`src/rtl/dmem_access_ctrl.sv`:
```
// dmem_access_ctrl: MEM-stage data memory sequencer for the pipelined MIPS core.
// Issues lw/sw accesses over a req/ack handshake, stalls the pipeline until the
// access completes, latches load data for MEM/WB and keeps perf counters.
// Optional feature macro: DMEM_TIMEOUT_EN (abort an access after TIMEOUT_CYC
// ACCESS cycles without ack and raise a sticky err_o).
module dmem_access_ctrl #(
    parameter int unsigned ADDR_W      = 32,
    parameter int unsigned DATA_W      = 32,
    parameter int unsigned CNT_W       = 32,
    parameter int unsigned TIMEOUT_CYC = 64
) (
    input  logic              clk_i,
    input  logic              rst_i,
    input  logic              MemRead_i,
    input  logic              MemWrite_i,
    input  logic [ADDR_W-1:0] addr_i,
    input  logic [DATA_W-1:0] wdata_i,
    output logic [DATA_W-1:0] rdata_o,
    output logic              stall_o,
    output logic              mem_req_o,
    output logic              mem_we_o,
    output logic [ADDR_W-1:0] mem_addr_o,
    output logic [DATA_W-1:0] mem_wdata_o,
    input  logic              mem_ack_i,
    input  logic [DATA_W-1:0] mem_rdata_i,
    output logic              err_o,
    output logic [CNT_W-1:0]  stall_cnt_o,
    output logic [CNT_W-1:0]  acc_cnt_o
);

    typedef enum logic [1:0] {
        ST_IDLE   = 2'd0,
        ST_ACCESS = 2'd1,
        ST_DONE   = 2'd2
    } state_e;

    state_e              state_q, state_d;
    logic                we_q, we_d;
    logic [ADDR_W-1:0]   addr_q, addr_d;
    logic [DATA_W-1:0]   wdata_q, wdata_d;
    logic [DATA_W-1:0]   rdata_q, rdata_d;
    logic [CNT_W-1:0]    stall_cnt_q, stall_cnt_d;
    logic [CNT_W-1:0]    acc_cnt_q, acc_cnt_d;
    logic                access_c;
    logic                stall_c;

`ifdef DMEM_TIMEOUT_EN
    localparam int unsigned TMO_W = (TIMEOUT_CYC > 1) ? $clog2(TIMEOUT_CYC) : 1;
    logic [TMO_W-1:0]    tmo_cnt_q, tmo_cnt_d;
    logic                err_q, err_d;
`else
    logic                unused_tmo_c;
    assign unused_tmo_c = ^32'(TIMEOUT_CYC);
`endif

    assign access_c = MemRead_i | MemWrite_i;

    // State register.
    always_ff @(posedge clk_i) begin
        if (!rst_i) begin
            state_q <= ST_IDLE;
        end else begin
            state_q <= state_d;
        end
    end

    // Next-state logic, latched request fields, load data and counters.
    always_comb begin
        state_d     = state_q;
        we_d        = we_q;
        addr_d      = addr_q;
        wdata_d     = wdata_q;
        rdata_d     = rdata_q;
        acc_cnt_d   = acc_cnt_q;
        stall_c     = 1'b0;
`ifdef DMEM_TIMEOUT_EN
        tmo_cnt_d   = tmo_cnt_q;
        err_d       = err_q;
`endif
        case (state_q)
            ST_IDLE: begin
                if (access_c) begin
                    stall_c = 1'b1;
                    addr_d  = addr_i;
                    wdata_d = wdata_i;
                    // A simultaneous read request is dropped: the write wins.
                    we_d    = MemWrite_i;
                    state_d = ST_ACCESS;
`ifdef DMEM_TIMEOUT_EN
                    tmo_cnt_d = '0;
`endif
                end
            end
            ST_ACCESS: begin
                stall_c = 1'b1;
                if (mem_ack_i) begin
                    state_d   = ST_DONE;
                    acc_cnt_d = acc_cnt_q + CNT_W'(1);
                    if (!we_q) begin
                        rdata_d = mem_rdata_i;
                    end
`ifdef DMEM_TIMEOUT_EN
                end else if (tmo_cnt_q == TMO_W'(TIMEOUT_CYC - 1)) begin
                    state_d = ST_DONE;
                    err_d   = 1'b1;
                    if (!we_q) begin
                        rdata_d = '0;
                    end
                end else begin
                    tmo_cnt_d = tmo_cnt_q + TMO_W'(1);
`endif
                end
            end
            ST_DONE: begin
                state_d = ST_IDLE;
            end
            default: begin
                state_d = ST_IDLE;
            end
        endcase
        stall_cnt_d = stall_cnt_q + CNT_W'(stall_c);
    end

    // Datapath and counter registers.
    always_ff @(posedge clk_i) begin
        if (!rst_i) begin
            we_q        <= 1'b0;
            addr_q      <= '0;
            wdata_q     <= '0;
            rdata_q     <= '0;
            stall_cnt_q <= '0;
            acc_cnt_q   <= '0;
        end else begin
            we_q        <= we_d;
            addr_q      <= addr_d;
            wdata_q     <= wdata_d;
            rdata_q     <= rdata_d;
            stall_cnt_q <= stall_cnt_d;
            acc_cnt_q   <= acc_cnt_d;
        end
    end

`ifdef DMEM_TIMEOUT_EN
    // Timeout counter and sticky error flag.
    always_ff @(posedge clk_i) begin
        if (!rst_i) begin
            tmo_cnt_q <= '0;
            err_q     <= 1'b0;
        end else begin
            tmo_cnt_q <= tmo_cnt_d;
            err_q     <= err_d;
        end
    end
    assign err_o = err_q;
`else
    assign err_o = 1'b0;
`endif

    assign stall_o     = stall_c;
    assign mem_req_o   = (state_q == ST_ACCESS);
    assign mem_we_o    = we_q;
    assign mem_addr_o  = addr_q;
    assign mem_wdata_o = wdata_q;
    assign rdata_o     = rdata_q;
    assign stall_cnt_o = stall_cnt_q;
    assign acc_cnt_o   = acc_cnt_q;

endmodule

```
`config.mk`:
```
export PLATFORM = sky130hd
export DESIGN_NAME = dmem_access_ctrl
export DESIGN_NICKNAME = d
export VERILOG_FILES = /design/src/rtl/dmem_access_ctrl.sv
export SDC_FILE = /design/constraint.sdc
export NUM_CORES = 1
export LEC_CHECK = 0
export ABC_AREA = 1
export CORE_MARGIN = 1
export CORE_UTILIZATION = 49
export CTS_BUF_LIST = sky130_fd_sc_hd__clkbuf_2
export DETAILED_ROUTE_END_ITERATION = 12
export PLACE_DENSITY = 0.95
export SYNTH_ARGS = -nofsm -noshare
export SYNTH_HDL_FRONTEND = slang
export SYNTH_SLANG_ARGS = --single-unit
```
`constraint.sdc`:
```
create_clock -name clk_i -period 2.97 [get_ports clk_i]
set_clock_uncertainty 0.2 [all_clocks]
set_input_delay 0.4455 -clock clk_i [delete_from_list [all_inputs] [get_ports clk_i]]
set_output_delay 0.4455 -clock clk_i [all_outputs]
set_load 0.005 [all_outputs]
```
==> results.cfg <==
[setup_path]
r2r_cells = 11
timing.rr.start = state_q[0]$_SDFFE_PN0P_
cp_slowest_stage_delay_ns = 0.50
cp_top_family = buffers and inverters
setup.worst_path.start_class = register
cp_data_required_time_ns = 2.32
end_kind = output pin
cp_num_buf_inv = 2
critical_path.cell_chain = inv_2 > o21ai_1 > nand2_1 > clkdlybuf4s50_1
critPathKind = register to output pin
crit_path_start = state_q[1]$_SDFFE_PN0P_
cp_slowest_cell = clkdlybuf4s50_1
worstSetupPathDepth = 4
cp.arrival_ns = 2.03
crit_path_max_fanout = 3

[finish]
fill_cells = 860
drive_above_1_share_pct = 4.25
final_nets = 1384
syn_to_final_growth_pct = 55.6

[synthesis]
syn_area_per_cell_sq_um = 7.07
yosysWarnings = 0
syn-num-nets = 1059
ys_seq_area_share_pct = 48.4
syn_inst = 955
synthesis.area_sq_um = 6750
yosysUniqueCellTypes = 33
ys_ff_latch = 163

[sta]
worstMarginPinSlew_ns = 1.02
setup_tns_ns = 0
period_needed_ns = 2.68
worst_slack_ns = 0.295
slew_headroom_pct = 31.9
fin_crit_sh_pct = 90.1
fmax_mhz = 374
rsz0062_at_grt = false
finalSetupViolCount = 0
report.final.hold_viol_count = 0
drv_slew = 0

[pwr]
clockPowerShare_pct = 26.8
p_comb_share_pct = 20.1
p_seq_share_pct = 53.1
p_leak_nw = 4.11
p_sw_share_pct = 29.9
netSwitchingPower_w = 0.00137
powerDensity_nw_per_um2 = 436
internal_power_w = 0.00321
ir_drop_v = 0.000407

[routing]
drt-total-wl_um = 27200
via_count = 8123
vias_per_cell = 5.51
firstDrtPassIters = 5
drt_iter0_markers = 696
ant_nets = 0
drcViolationCount = 0
wl_per_cell_um = 18.4

[clocking]
clkLatencyLatePin_ns = 0.79
cts_max_level = 4
clock_sink_count = 163
clock_path_buffers = 2
cts_buffers = 17
postCtsSetupRepairBufs = 0
cts_tree = done
path_clk_slew_ns = 0.23
root_buffer = clkbuf_2

[placed_design]
portBuffers = 263
dp_hpwl_um = 15500
gp_congestion = 0.920
place_ws_ns = 0.128

[die]
die_area_sq_um = 14200
die_x_um = 119
die-height_um = 119
core-area_sq_um = 13300
std_cell_rows = 42
num_io_pins = 265
start_util_pct = 50.6

[grt]
grt_start_max_net_pins = 133
grt_pass1_vias = 7970
grt-ovfl-total = 0
grt_use_total_pct = 37.0
grt_pass1_wl_um = 40600
grt_antenna_before_repair = 3

[min_path]
worstHoldPathCells = 3
hold_class = primary input to register
min_from = addr_i[4]

[run]
max_cap_viol_count = 0

[run_status]
status = completed
## layout by cell type, fill, tap and decap left out, drive strengths merged, types with 2 or more instances in the layout
cell,netlist,final
o21ai,110,110
nor3b,2,2
nand3b,10,10
a31oi,2,2
a21oi,39,39
clkinv,0,11
buf,14,8
nand3,27,27
clkbuf,25,17
clkinvlp,0,2
ha,3,3
dlygate4sd3,0,75
inv,59,59
dfxtp,163,163
nand2,159,159
diode,0,5
and3,3,3
o21a,5,5
bufinv,0,2
nor2,311,311
clkdlybuf4s50,0,262
xor2,6,6
nand4,8,8
nor3,5,5
## timing repair
| item | CTS | global route |
|---|---|---|
| hold endpoints to repair | 92 | 4 |
| setup endpoints to repair | 0 | 0 |
| hold buffers | 71 | 4 |
| gates resized for setup | 0 | 0 |
## worst register-to-register path, cell delays in order, from the launching register on
cell,delay [ns]
dfxtp_1,0.45
nand2_1,0.13
nand2_1,0.12
ha_1,0.18
ha_1,0.22
nand2_1,0.13
nor2_4,0.17
nand2_2,0.10
nor2_1,0.22
nand2_1,0.10
xor2_1,0.15
nor2_1,0.05
## worst paths after layout
kind                                              endpoint  slack (ns)
worst max-delay path                               stall_o        0.29
worst min-delay path            mem_addr_o[4]$_SDFFE_PN0P_        0.04
worst max register to register  stall_cnt_o[16]$_SDFF_PN0_        0.63
worst min register to register   acc_cnt_o[9]$_SDFFE_PN0P_        0.28
## final cells by class
type	count	area (sq um)	share of cell area (%)
multi-input combinational	694	3100	29.5
clock buffer	17	85.1	0.810
clock inverter	15	143	1.36
antenna	5	12.5	0.119
tap	176	220	2.10
inverter	59	221	2.11
sequential	163	3260	31.1
timing repair buffer	345	3460	32.9
## through the flow
stage	power, W	util [%]	instance area, sq um	hold WS [ns]	instances
2_1_floorplan	0.00271	-	6750	0.250	955
3_3_place_gp	0.00318	71.3	9510	0.249	1362
3_5_place_dp	0.00320	71.3	9510	0.258	1362
4_1_cts	0.00444	78.3	10400	0.000309	1465
5_1_grt	0.00473	78.6	10500	-0.00772	1472
6_report	0.00458	78.7	10500	0.0364	1474
## logic make-up after synthesis
kind of cell             Yosys count  synth area share (%)
AND/OR/NAND/NOR                  526                  32.4
flip-flops                       163                  48.4
AO/OA/AOI/OAI                    157                  11.9
buffers and inverters             98                  5.84
XOR/XNOR                           7                 0.909
adder cells (fa/ha/maj)            3                 0.556
other                              1                0.0556
## layer usage
| layer | global-route usage [%] | vias up | part of all wire (%) |
|---|---|---|---|
| met1 | 38.2 | 3746 | 35 |
| met4 | 27.0 | 0 | 7.6 |
| met2 | 62.3 | 533 | 48 |
| li1 | - | 3684 | - |
| met3 | 12.8 | 160 | 9.7 |
| met5 | 0 | - | 0 |
## synth_stat cells
| cell type | instances | share of area (%) |
|---|---|---|
| nand3b_1 | 10 | 1.1 |
| nor3b_1 | 2 | 0.22 |
| xnor2_1 | 1 | 0.13 |
| dfxtp_1 | 163 | 48 |
| ha_1 | 3 | 0.56 |
| o21ai_0 | 99 | 7.3 |
| nand4_1 | 8 | 0.74 |
| nand3_2 | 2 | 0.30 |
| buf_1 | 2 | 0.11 |
| nor2_4 | 5 | 0.83 |
| inv_1 | 58 | 3.2 |
| buf_6 | 1 | 0.17 |
| buf_4 | 2 | 0.22 |
| o21bai_1 | 1 | 0.11 |
| xor2_1 | 6 | 0.78 |
| buf_2 | 9 | 0.67 |
| a21oi_1 | 39 | 2.9 |
| inv_2 | 1 | 0.056 |
| nor2_8 | 2 | 0.59 |
| nand3_1 | 25 | 1.9 |
| o21a_1 | 5 | 0.56 |
| and3_1 | 3 | 0.28 |
| conb_1 | 1 | 0.056 |
| nor3_1 | 5 | 0.37 |
| nand2_4 | 1 | 0.17 |
| nand2_1 | 157 | 8.7 |
| or2_2 | 1 | 0.093 |
| nor2_2 | 2 | 0.19 |
| o21ai_1 | 11 | 0.82 |
| a31oi_1 | 2 | 0.19 |
| clkbuf_1 | 25 | 1.4 |
| nor2_1 | 302 | 17 |
| nand2_2 | 1 | 0.093 |
## power by group through the flow
stage          logic (W)  clock network (W)  registers, W
6_report        0.000922            0.00122       0.00243
5_1_grt         0.000964            0.00133       0.00244
4_1_cts         0.000842            0.00120       0.00240
3_5_place_dp    0.000759                  0       0.00245
3_3_place_gp    0.000745                  0       0.00244
2_1_floorplan   0.000256                  0       0.00245
## flip-flops by register name, indices dropped and copies added, names as in the netlist
name,cells
acc_cnt_o,32
mem_addr_o,32
mem_wdata_o,32
rdata_o,32
stall_cnt_o,32
state_q,2
mem_we_o,1
(Power assumes the default switching activity.)
